## src/rtl/life_pkg.sv

```systemverilog
// life_pkg: shared types and constants for the Game of Life controller.
//   state_t  - controller FSM state, 3-bit encoding
//   owner_t  - which requester currently owns the arena row-write port
//   ROW_W    - width of the arena row-select bus
//   owner_of - maps a controller state to the arena port owner
package life_pkg;

  localparam int ROW_W = 8;

  typedef enum logic [2:0] {
    IDLE      = 3'd0,
    SEED_REQ  = 3'd1,
    SEED_WAIT = 3'd2,
    STEP_REQ  = 3'd3,
    STEP_WAIT = 3'd4,
    RUN_WAIT  = 3'd5
  } state_t;

  typedef enum logic [1:0] {
    OWN_NONE   = 2'd0,
    OWN_SEEDER = 2'd1,
    OWN_ENGINE = 2'd2
  } owner_t;

  // The seeder owns the arena for the whole seeding phase, the engine for
  // the whole stepping phase; nobody owns it otherwise.
  function automatic owner_t owner_of(input state_t s);
    case (s)
      SEED_REQ, SEED_WAIT: owner_of = OWN_SEEDER;
      STEP_REQ, STEP_WAIT: owner_of = OWN_ENGINE;
      default:             owner_of = OWN_NONE;
    endcase
  endfunction

endpackage

```

## src/rtl/arena_port_mux.sv

```systemverilog
// arena_port_mux: combinational 2-requester mux for the single arena
// row-write port.
// Ports:
//   owner_i                  - current owner (OWN_NONE/OWN_SEEDER/OWN_ENGINE)
//   seeder_row_i/cols_i/write_i - seeder request
//   engine_row_i/cols_i/write_i - engine request
//   row_o/cols_o/write_o     - arena port; all zero when nobody owns it
module arena_port_mux
  import life_pkg::*;
#(
  parameter int COL_W = 10
) (
  input  owner_t             owner_i,
  input  logic [ROW_W-1:0]   seeder_row_i,
  input  logic [COL_W-1:0]   seeder_cols_i,
  input  logic               seeder_write_i,
  input  logic [ROW_W-1:0]   engine_row_i,
  input  logic [COL_W-1:0]   engine_cols_i,
  input  logic               engine_write_i,
  output logic [ROW_W-1:0]   row_o,
  output logic [COL_W-1:0]   cols_o,
  output logic               write_o
);

  // A non-owning requester is fully masked, so its write strobe can never
  // reach the arena.
  always_comb begin
    row_o   = '0;
    cols_o  = '0;
    write_o = 1'b0;
    case (owner_i)
      OWN_SEEDER: begin
        row_o   = seeder_row_i;
        cols_o  = seeder_cols_i;
        write_o = seeder_write_i;
      end
      OWN_ENGINE: begin
        row_o   = engine_row_i;
        cols_o  = engine_cols_i;
        write_o = engine_write_i;
      end
      default: ;
    endcase
  end

endmodule

```

## src/rtl/life_controller.sv

```systemverilog
// life_controller: top-level sequencer for the Game of Life core.
// Takes user commands (seed/run/pause/step), drives the seeder and the
// generation engine through start/ready handshakes, paces free-run
// generations with an external tick, and owns the arena row-write port.
//
// Handshake: the controller raises *_start for exactly one cycle (the REQ
// state). The slave answers by dropping *_ready one cycle after start and
// raising it again when done; ready is only looked at in the WAIT state.
//
// Ports:
//   clk, reset (async, active-high)
//   cmd_seed/cmd_run/cmd_pause/cmd_step - one-cycle command pulses
//   seed_value - seed word latched when cmd_seed is accepted
//   tick       - free-run pacing strobe
//   seeder_*   - seeder handshake and row-write request
//   engine_*   - engine handshake and row-write request
//   arena_*    - muxed arena row-write port
//   running    - free-run mode active
//   busy       - seeding or stepping in progress
//   generation - generations computed since the last seed
//   tick_overruns - (only with LIFE_CTRL_OVERRUN_CNT_EN) saturating count of
//                   ticks dropped while stepping in free-run
//   state_dbg  - current FSM state, for observation
// Optional build macro: LIFE_CTRL_OVERRUN_CNT_EN
module life_controller
  import life_pkg::*;
#(
  parameter int ARENA_WIDTH = 10,
  parameter int GEN_WIDTH   = 16
) (
  input  logic                   clk,
  input  logic                   reset,
  input  logic                   cmd_seed,
  input  logic                   cmd_run,
  input  logic                   cmd_pause,
  input  logic                   cmd_step,
  input  logic [31:0]            seed_value,
  input  logic                   tick,
  output logic                   seeder_start,
  output logic [31:0]            seeder_seed,
  input  logic                   seeder_ready,
  input  logic [ROW_W-1:0]       seeder_row,
  input  logic [ARENA_WIDTH-1:0] seeder_cols,
  input  logic                   seeder_write,
  output logic                   engine_start,
  input  logic                   engine_ready,
  input  logic [ROW_W-1:0]       engine_row,
  input  logic [ARENA_WIDTH-1:0] engine_cols,
  input  logic                   engine_write,
  output logic [ROW_W-1:0]       arena_row_select,
  output logic [ARENA_WIDTH-1:0] arena_columns_new,
  output logic                   arena_columns_write,
  output logic                   running,
  output logic                   busy,
  output logic [GEN_WIDTH-1:0]   generation,
`ifdef LIFE_CTRL_OVERRUN_CNT_EN
  output logic [7:0]             tick_overruns,
`endif
  output state_t                 state_dbg
);

  state_t               state_q;
  logic                 run_mode_q;
  logic                 pause_pending_q;
  logic [31:0]          seed_q;
  logic [GEN_WIDTH-1:0] gen_q;
  logic                 seeder_start_q;
  logic                 engine_start_q;
  logic                 in_step;
  logic                 pause_eff;

  assign in_step = (state_q == STEP_REQ) || (state_q == STEP_WAIT);

  // A pause arriving in the very cycle the step completes is honoured just
  // like one that arrived earlier in the step.
  assign pause_eff = pause_pending_q | (cmd_pause & run_mode_q);

  always_ff @(posedge clk or posedge reset) begin
    if (reset) begin
      state_q         <= IDLE;
      run_mode_q      <= 1'b0;
      pause_pending_q <= 1'b0;
      seed_q          <= '0;
      gen_q           <= '0;
      seeder_start_q  <= 1'b0;
      engine_start_q  <= 1'b0;
    end else begin
      seeder_start_q <= 1'b0;
      engine_start_q <= 1'b0;

      // While busy, a pause is only remembered when free-run is active.
      if (state_q != IDLE && state_q != RUN_WAIT && cmd_pause && run_mode_q) begin
        pause_pending_q <= 1'b1;
      end

      case (state_q)
        IDLE: begin
          if (cmd_seed) begin
            seed_q         <= seed_value;
            run_mode_q     <= 1'b0;
            seeder_start_q <= 1'b1;
            state_q        <= SEED_REQ;
          end else if (cmd_step) begin
            engine_start_q <= 1'b1;
            state_q        <= STEP_REQ;
          end else if (cmd_run) begin
            run_mode_q <= 1'b1;
            state_q    <= RUN_WAIT;
          end
        end
        RUN_WAIT: begin
          // cmd_step and cmd_run are meaningless here; pause beats tick.
          if (cmd_seed) begin
            seed_q         <= seed_value;
            run_mode_q     <= 1'b0;
            seeder_start_q <= 1'b1;
            state_q        <= SEED_REQ;
          end else if (cmd_pause) begin
            run_mode_q <= 1'b0;
            state_q    <= IDLE;
          end else if (tick) begin
            engine_start_q <= 1'b1;
            state_q        <= STEP_REQ;
          end
        end
        SEED_REQ:  state_q <= SEED_WAIT;
        SEED_WAIT: begin
          if (seeder_ready) begin
            gen_q   <= '0;
            state_q <= IDLE;
          end
        end
        STEP_REQ:  state_q <= STEP_WAIT;
        STEP_WAIT: begin
          if (engine_ready) begin
            gen_q           <= gen_q + {{(GEN_WIDTH-1){1'b0}}, 1'b1};
            pause_pending_q <= 1'b0;
            if (pause_eff) begin
              run_mode_q <= 1'b0;
            end
            state_q <= (run_mode_q && !pause_eff) ? RUN_WAIT : IDLE;
          end
        end
        default: state_q <= IDLE;
      endcase
    end
  end

`ifdef LIFE_CTRL_OVERRUN_CNT_EN
  logic [7:0] overrun_q;
  logic [7:0] overrun_d;

  always_comb begin
    overrun_d = overrun_q;
    if (state_q == SEED_WAIT && seeder_ready) begin
      overrun_d = 8'd0;
    end else if (tick && run_mode_q && in_step && overrun_q != 8'hFF) begin
      overrun_d = overrun_q + 8'd1;
    end
  end

  always_ff @(posedge clk or posedge reset) begin
    if (reset) begin
      overrun_q <= 8'd0;
    end else begin
      overrun_q <= overrun_d;
    end
  end

  assign tick_overruns = overrun_q;
`endif

  arena_port_mux #(
    .COL_W (ARENA_WIDTH)
  ) u_mux (
    .owner_i        (owner_of(state_q)),
    .seeder_row_i   (seeder_row),
    .seeder_cols_i  (seeder_cols),
    .seeder_write_i (seeder_write),
    .engine_row_i   (engine_row),
    .engine_cols_i  (engine_cols),
    .engine_write_i (engine_write),
    .row_o          (arena_row_select),
    .cols_o         (arena_columns_new),
    .write_o        (arena_columns_write)
  );

  assign seeder_start = seeder_start_q;
  assign seeder_seed  = seed_q;
  assign engine_start = engine_start_q;
  assign running      = run_mode_q;
  assign busy         = (state_q == SEED_REQ) || (state_q == SEED_WAIT) || in_step;
  assign generation   = gen_q;
  assign state_dbg    = state_q;

endmodule

```

## config.mk

```make
export PLATFORM = sky130hd
export DESIGN_NAME = life_controller
export DESIGN_NICKNAME = d
export VERILOG_FILES = /design/src/rtl/life_pkg.sv /design/src/rtl/arena_port_mux.sv /design/src/rtl/life_controller.sv
export SDC_FILE = /design/constraint.sdc
export NUM_CORES = 1
export LEC_CHECK = 0
export CORE_AREA = 4 4 80 119
export DETAILED_ROUTE_END_ITERATION = 7
export DIE_AREA = 0 0 84 123
export HOLD_SLACK_MARGIN = 0.02
export PLACE_DENSITY_LB_ADDON = 0.3
export SYNTH_ARGS = -nofsm -noshare
export SYNTH_HDL_FRONTEND = slang
export SYNTH_SLANG_ARGS = --single-unit
```

## constraint.sdc

```tcl
create_clock -name clk -period 6.2 [get_ports clk]
set_input_delay 0.93 -clock clk [delete_from_list [all_inputs] [get_ports clk]]
set_output_delay 0.93 -clock clk [all_outputs]
set_load 0.02 [all_outputs]
```

# Word-level counts from Yosys, hierarchy flattened
# Cells that the tools add are included.
# totals
out_inout_bits	74
in_bits	79
register_bits	55
word_cells	81
# classes
mux	36
reduce_logical	19
n_bitwise	2
addsub	1
n_eq_ne	16
# ops
cell	count
16-bit two-way mux	2
16-bit case mux with 2 select lines	1
3-bit two-way mux	9
10-bit case mux with 2 select lines	1
3-bit case mux with 6 select lines	1
1-bit two-way mux	17
16-bit by 1-bit adder with 16-bit output (second input constant)	1
8-bit case mux with 2 select lines	1
3-bit != test (second input constant)	4
4-bit != test (second input constant)	2
3-bit by 2-bit == test with 1-bit output (second input constant)	2
3-bit == test (second input constant)	2
2-bit != test (second input constant)	3
6-bit AND reduction	1
3-bit nonzero test	2
2-bit OR reduction	3
1-bit logical AND	4
1-bit case mux with 2 select lines	2
2-bit case mux with 2 select lines	1
4-bit AND reduction	1
3-bit by 1-bit == test with 1-bit output (second input constant)	1
3-bit zero test	1
1-bit logical OR	3
1-bit case mux with 3 select lines	1
8 further kinds	8

# Depth between registers and ports, before layout
# Gate-level depths: netlist of the first run.
# depth
ltp_word	7
ltp_mapped	11
ltp_nobuf	7

# Hierarchy
# Synthesis of the first run repeated with hierarchy kept, for this count alone.
# hier_totals
hier_cells	264
area_unflattened_um2	2991.6
# modules_own_cells
mod	area_each_um2	seq_area_each_um2	cells_per_inst	n_inst
life_controller	2622.5	1376.3	216	1
arena_port_mux	369.1	0.0	48	1

# Worst setup path before layout of the first run
# Ideal clock, no wire load.
# synth_timing
path_type	register to output
from	register state_q[0] (netlist: state_dbg[0])
to	output port arena_columns_new[1]
t_required_ns	5.270
stages_incl_launch_ff	11
arrival_ns	2.312
path_buffers	4
setup_slack_ns	2.958
path_cell_list	dfrtp_1 -> buf_2 -> buf_2 -> nand2b_1 -> a21o_1 -> inv_1 -> ha_1 -> clkbuf_1 -> clkbuf_1 -> a22oi_1 -> nor2_1
# synth_between
elab_chain_len	5
elab_cells_between_ends	10
classes_between	eq/ne (6); mux (2); reduce/logical (2)
# synth_rtl
element	line	text
from (decl)	life_controller.sv:62	state_t state_q;
from (signal assigned)	life_controller.sv:141	state_q <= (run_mode_q && !pause_eff) ? RUN_WAIT : IDLE;
3-bit by 2-bit == test with 1-bit output, or another cell as far along	life_pkg.sv:28	case (s)
2-bit OR reduction	life_pkg.sv:28	
2-bit case mux with 2 select lines *	life_pkg.sv:28	
2-bit == test or 2-bit by 1-bit == test with 1-bit output (tied branches)	arena_port_mux.sv:31	case (owner_i)
10-bit case mux with 2 select lines *	arena_port_mux.sv:31	
to (decl)	life_controller.sv:51	output logic [ARENA_WIDTH-1:0] arena_columns_new,
# Mark *: on every way between the ends. The rest lies on a longest branch, timed or not.

# Worst setup path after layout of the first run
# layout_timing
from	register state_q[1] (netlist: state_dbg[1])
to	output port arena_columns_new[6]
# Same word-level chain as after synthesis.

==> metrics.yaml, run 1 <==
io_pins: 153
syn_nets: 359
register_area_um2: 1376
syn_inst: 276
rsz0062_at_grt: "false"
min_period_ps: 4086
crit_fanout: 19
ys_seq_area_share_pct: 47.33
synth.avg_cell_area_um2: 10.54
syn_area_um2: 2908
power_per_cell_area_nw_per_um2: 445.0
final_max_slew_viol_count: 0
core_area_um2: 8413
cp_cell_sequence: "inv_1, nand2_1, a21o_1, ha_1, a22oi_1, nor2_1, clkdlybuf4s50_1"
timing.hold.ws_ps: 506.0
yosys.area.top_type_share_pct: 47.33
ys_types: 54
tritoncts: "built"
initial_core_util_pct: 34.56
synth.largest_area_cell: "dfrtp_1"
die_h_um: 123
grt_max_degree: 38
cts_root_buffer: "clkbuf_16"
clock_latency_ps: 300
period_share_pct: 65.91
status: "finished, final reports clean"
synth_warnings: 0
avgViaCountPerCell: 5.102
drt-initial-drc-count: 76
htreeDepth: 2
place_congestion: 0.8164
drtPass1Iterations: 4
multi_input_comb_area_um2: 1398
peakVddDrop_v: 0.0002551
final_nets: 502
track_usage_pct: 16.35
synth_enable_flop_cells: 0
p_leak_uw: 0.001864
holdBufCountCts: 0
critPathBufInv: 2
finalHoldViolations: 0
fmax_mhz: 244.7
synthFlopType: "dfrtp_1"
rows: 41
fin_tns_setup_ps: 0
cp.required_ps: 5270
drive_gt1_share_pct: 12.86
clkTransAtPathRegs_ps: 70
clock_skew_ps: 4.848
wire_per_inst_um: 15.79
critical_path.slowest_cell: "dfrtp_1"
dieArea_um2: 10330
finalSetupViolCount: 0
areaGrowthSynthToFinish_pct: 58.86
ys_seq_elements: 55
grt_pass1_vias: 2813
io_buffers: 152
numCtsBuffers: 5
synthArstFlopShare_pct: 100.0
grt_pass1_wl_mm: 13.52
cp_slowest_stage_delay_ps: 740
cts_setup_buffers: 0
antenna_found_initial: 0
total_power_uw: 2055
critPathTopFamily: "buffers and inverters"
yosysMostFrequentCell: "dfrtp_1"
nFillCells: 776
fin_util_pct: 54.91
yosys-top-cells-area: "dfrtp_1, mux2_2, a22oi_1"
ys_top_cells_by_count: "dfrtp_1, mux2_2, nor2_1, a22oi_1, nand2_1"
relSlewSlack_pct: 49.95
diodes: 0
arrival_ps: 3160
critical_path_class: "register to output port"
num_vias: 2689
clk_path_buf_depth: 2
hpwl_mm: 6.557
die_w_um: 84
cap_violations: 0
final_antenna_net_count: 0
crit_path_end_kind: "output port"
hp-class: "register to register"
cts_sinks: 55
tightest_slew_ps: 748.1
post-route-drc-count: 0
grt_overflow_total: 0
wirelength_mm: 8.323
cp-start-kind: "register"
cts_resized: 0
==> path summary, 6_finish.rpt <==
| kind | start | end | slack (ps) | cells past startpoint |
|---|---|---|---|---|
| worst max-delay path | state_dbg[1]$_DFFE_PP0P_ | arena_columns_new[6] | 2110 | 7 |
| worst max register to register | state_dbg[0]$_DFFE_PP0P_ | seeder_seed[2]$_DFFE_PP0P_ | 3930 | 5 |
| worst min-delay path | seeder_seed[0]$_DFFE_PP0P_ | seeder_seed[0]$_DFFE_PP0P_ | 510 | 1 |
| worst min register to register | seeder_seed[0]$_DFFE_PP0P_ | seeder_seed[0]$_DFFE_PP0P_ | 510 | 1 |
| min in group asynchronous | reset | seeder_seed[18]$_DFFE_PP0P_ | 930 | 2 |
| max in group asynchronous | reset | generation[12]$_DFFE_PP0P_ | 4430 | 3 |
==> cell families (layout without fill, tap and decap cells) <==
logic type,count (synthesis),after routing,share of synthesized area [%]
adder cells (fa/ha/maj),4,4,1.721
AO/OA/AOI/OAI,60,60,14.16
flip-flops,55,55,47.33
buffers and inverters,25,169,4.604
multiplexers,35,35,13.47
AND/OR/NAND/NOR,92,92,17.21
XOR/XNOR,5,5,1.506
==> metrics by stage <==
| stage | cells | area (um2) | worst slack, ps |
|---|---|---|---|
| 2_1_floorplan | 276 | 2908 | 2958 |
| 3_3_place_gp | 519 | 4471 | 2551 |
| 3_5_place_dp | 519 | 4471 | 2450 |
| 4_1_cts | 527 | 4619 | 2130 |
| 5_1_grt | 527 | 4619 | 1852 |
| 6_report | 527 | 4619 | 2114 |
==> sequential cells by signal, summed over array words and instances (netlist names) <==
signal / count
seeder_seed: 32
generation: 16
state_dbg: 3
engine_start: 1
pause_pending_q: 1
running: 1
seeder_start: 1
==> layer usage <==
metal	GRT usage [%]	share of wire [%]	vias up
met5	0	0	-
met4	6.640	2.6	0
met3	4.333	8.3	13
met2	31.42	54	122
met1	16.62	35	1275
li1	-	-	1279
==> area by class of cell <==
class | instances | area share, %
Sequential cell | 55 | 29.79
Clock inverter | 3 | 0.5146
Timing Repair Buffer | 154 | 33.26
Clock buffer | 5 | 2.709
Multi-Input combinational cell | 196 | 30.25
Tap cell | 107 | 2.898
Inverter | 7 | 0.5688
==> cell usage in the layout, fill, tap and decap left out, drive strengths merged, types with 4 or more instances in the layout <==
cell type / synthesis / layout
clkdlybuf4s50: 0 / 152
dfrtp: 55 / 55
mux2: 33 / 33
nor2: 31 / 31
nand2: 19 / 19
a22oi: 19 / 19
a21oi: 15 / 15
o21ai: 9 / 9
inv: 7 / 8
nand3: 5 / 5
clkbuf: 7 / 5
xnor2: 4 / 4
nor2b: 4 / 4
ha: 4 / 4
nand4: 4 / 4
nor3: 4 / 4
==> power breakdown <==
| group | internal (uW) | switching (uW) |
|---|---|---|
| logic | 584 | 587 |
| registers | 490 | 108 |
| clock network | 152 | 135 |
| total | 1230 | 829 |
No activity file was read; power rests on OpenSTA's default activity.
==> inputs of run 2 (changes only) <==
==> constraint.sdc (replaced) <==
create_clock -name clk -period 4.2 [get_ports clk]
set_input_delay 0.63 -clock clk [delete_from_list [all_inputs] [get_ports clk]]
set_output_delay 0.63 -clock clk [all_outputs]
set_load 0.02 [all_outputs]
==> metrics.yaml, run 2 (synthesis results as in run 1) <==
status: "finished, final reports clean"
fin_util_pct: 54.86
crit_path_end_kind: "output port"
finalSetupViolCount: 0
cts_setup_buffers: 0
critical_path_class: "register to output port"
r2r_cells: 5
io_buffers: 152
grt_pass1_wl_mm: 13.30
cp_cell_sequence: "inv_1, nand2_1, a21o_1, ha_1, a22oi_1, nor2_1, clkdlybuf4s50_1"
drtPass1Iterations: 5
initial_core_util_pct: 34.56
grt_max_degree: 39
tritoncts: "built"
rsz0062_at_grt: "false"
design_area_um2: 4616
rows: 41
cts_root_buffer: "clkbuf_16"
final_cell_mix: "clkdlybuf4s50_1, dfrtp_1, mux2_2"
fin_tns_setup_ps: 0
cp.required_ps: 3570
io_pins: 153
place_area_um2: 4471
cts_resized: 0
period_share_pct: 88.86
grt_pass1_vias: 2839
post-route-drc-count: 0
p_leak_uw: 0.001860
wirelength_mm: 8.282
critPathTopFamily: "buffers and inverters"
final_common_cell: "clkdlybuf4s50_1"
nFillCells: 786
crit_start: "state_dbg[1]$_DFFE_PP0P_"
arrival_ps: 3100
cap_violations: 0
clk_path_buf_depth: 2
largest_reg_flops: 32
finalHoldViolations: 0
timing.hold.ws_ps: 506.2
crit_cells: 7
track_usage_pct: 16.12
clock_latency_ps: 290
worst_r2r_endpoint: "seeder_seed[30]$_DFFE_PP0P_"
areaGrowthSynthToFinish_pct: 58.74
grt_overflow_total: 0
r2r_start: "state_dbg[0]$_DFFE_PP0P_"
tightest_slew_ps: 771.6
cts_sinks: 55
antenna_found_initial: 0
final_max_slew_viol_count: 0
peakVddDrop_v: 0.0003721
register_area_um2: 1376
holdBufCountCts: 0
power_per_cell_area_nw_per_um2: 655.2
htreeDepth: 2
numCtsBuffers: 5
final_antenna_net_count: 0
hp-class: "register to register"
crit_end: "arena_columns_new[6]"
die_h_um: 123
fmax_mhz: 268.0
cp-start-kind: "register"
core_area_um2: 8413
regToRegSetupSlack_ps: 1940
dieArea_um2: 10330
die_w_um: 84
num_vias: 2732
relSlewSlack_pct: 48.49
final_nets: 502
crit_fanout: 19
clock_skew_ps: 7.480
min_period_ps: 3732
critPathBufInv: 2
clkTransAtPathRegs_ps: 70
multi_input_comb_area_um2: 1398
avgViaCountPerCell: 5.184
wire_per_inst_um: 15.72
diodes: 0
drt-initial-drc-count: 69
critical_path.slowest_cell: "dfrtp_1"
drive_gt1_share_pct: 12.62
place_congestion: 0.8210
hpwl_mm: 6.592
cp_slowest_stage_delay_ps: 710
[run 2: worst min path at each step]
stage	start	endpoint	depth (start not counted)	slack, ps
after floorplan	pause_pending_q$_DFF_PP0_	pause_pending_q$_DFF_PP0_	2	550
after global placement	seeder_seed[14]$_DFFE_PP0P_	seeder_seed[14]$_DFFE_PP0P_	1	490
after detailed placement	seeder_seed[31]$_DFFE_PP0P_	seeder_seed[31]$_DFFE_PP0P_	1	490
after CTS	seeder_seed[29]$_DFFE_PP0P_	seeder_seed[29]$_DFFE_PP0P_	1	510
after global routing	seeder_seed[29]$_DFFE_PP0P_	seeder_seed[29]$_DFFE_PP0P_	1	530
final	seeder_seed[29]$_DFFE_PP0P_	seeder_seed[29]$_DFFE_PP0P_	1	510
[run 2: layout make-up]
type | count | area share [%]
multi-input cells | 196 | 30.28
flip-flops and latches | 55 | 29.82
clock inverters | 2 | 0.3524
inverters | 7 | 0.5693
well taps | 107 | 2.901
repair buffers | 154 | 33.29
clock buffers | 6 | 2.792
[run 2: where the power goes]
part	leakage [uW]	internal, uW	total, uW	switching (uW)
logic	0.00110	862	1730	866
clock network	0.0000675	224	413	189
registers	0.000689	724	884	160
[run 2: per-stage QoR]
stage	total power (uW)	std cells	worst slack, ps
floorplan	1894	276	1258
global placement	2618	519	849.3
detailed placement	2644	519	766.6
CTS	3071	527	436.6
global route	3214	527	221.1
finish	3024	527	468.0
[run 2: per-layer routing]
metal	share of wire [%]	up-vias	wire length (um)	global-route usage, %
met4	2.7	0	226	7.042
met3	8.0	13	666	4.067
met5	0	-	0	0
met1	34	1302	2857	15.65
met2	55	136	4532	31.77
li1	-	1281	-	-
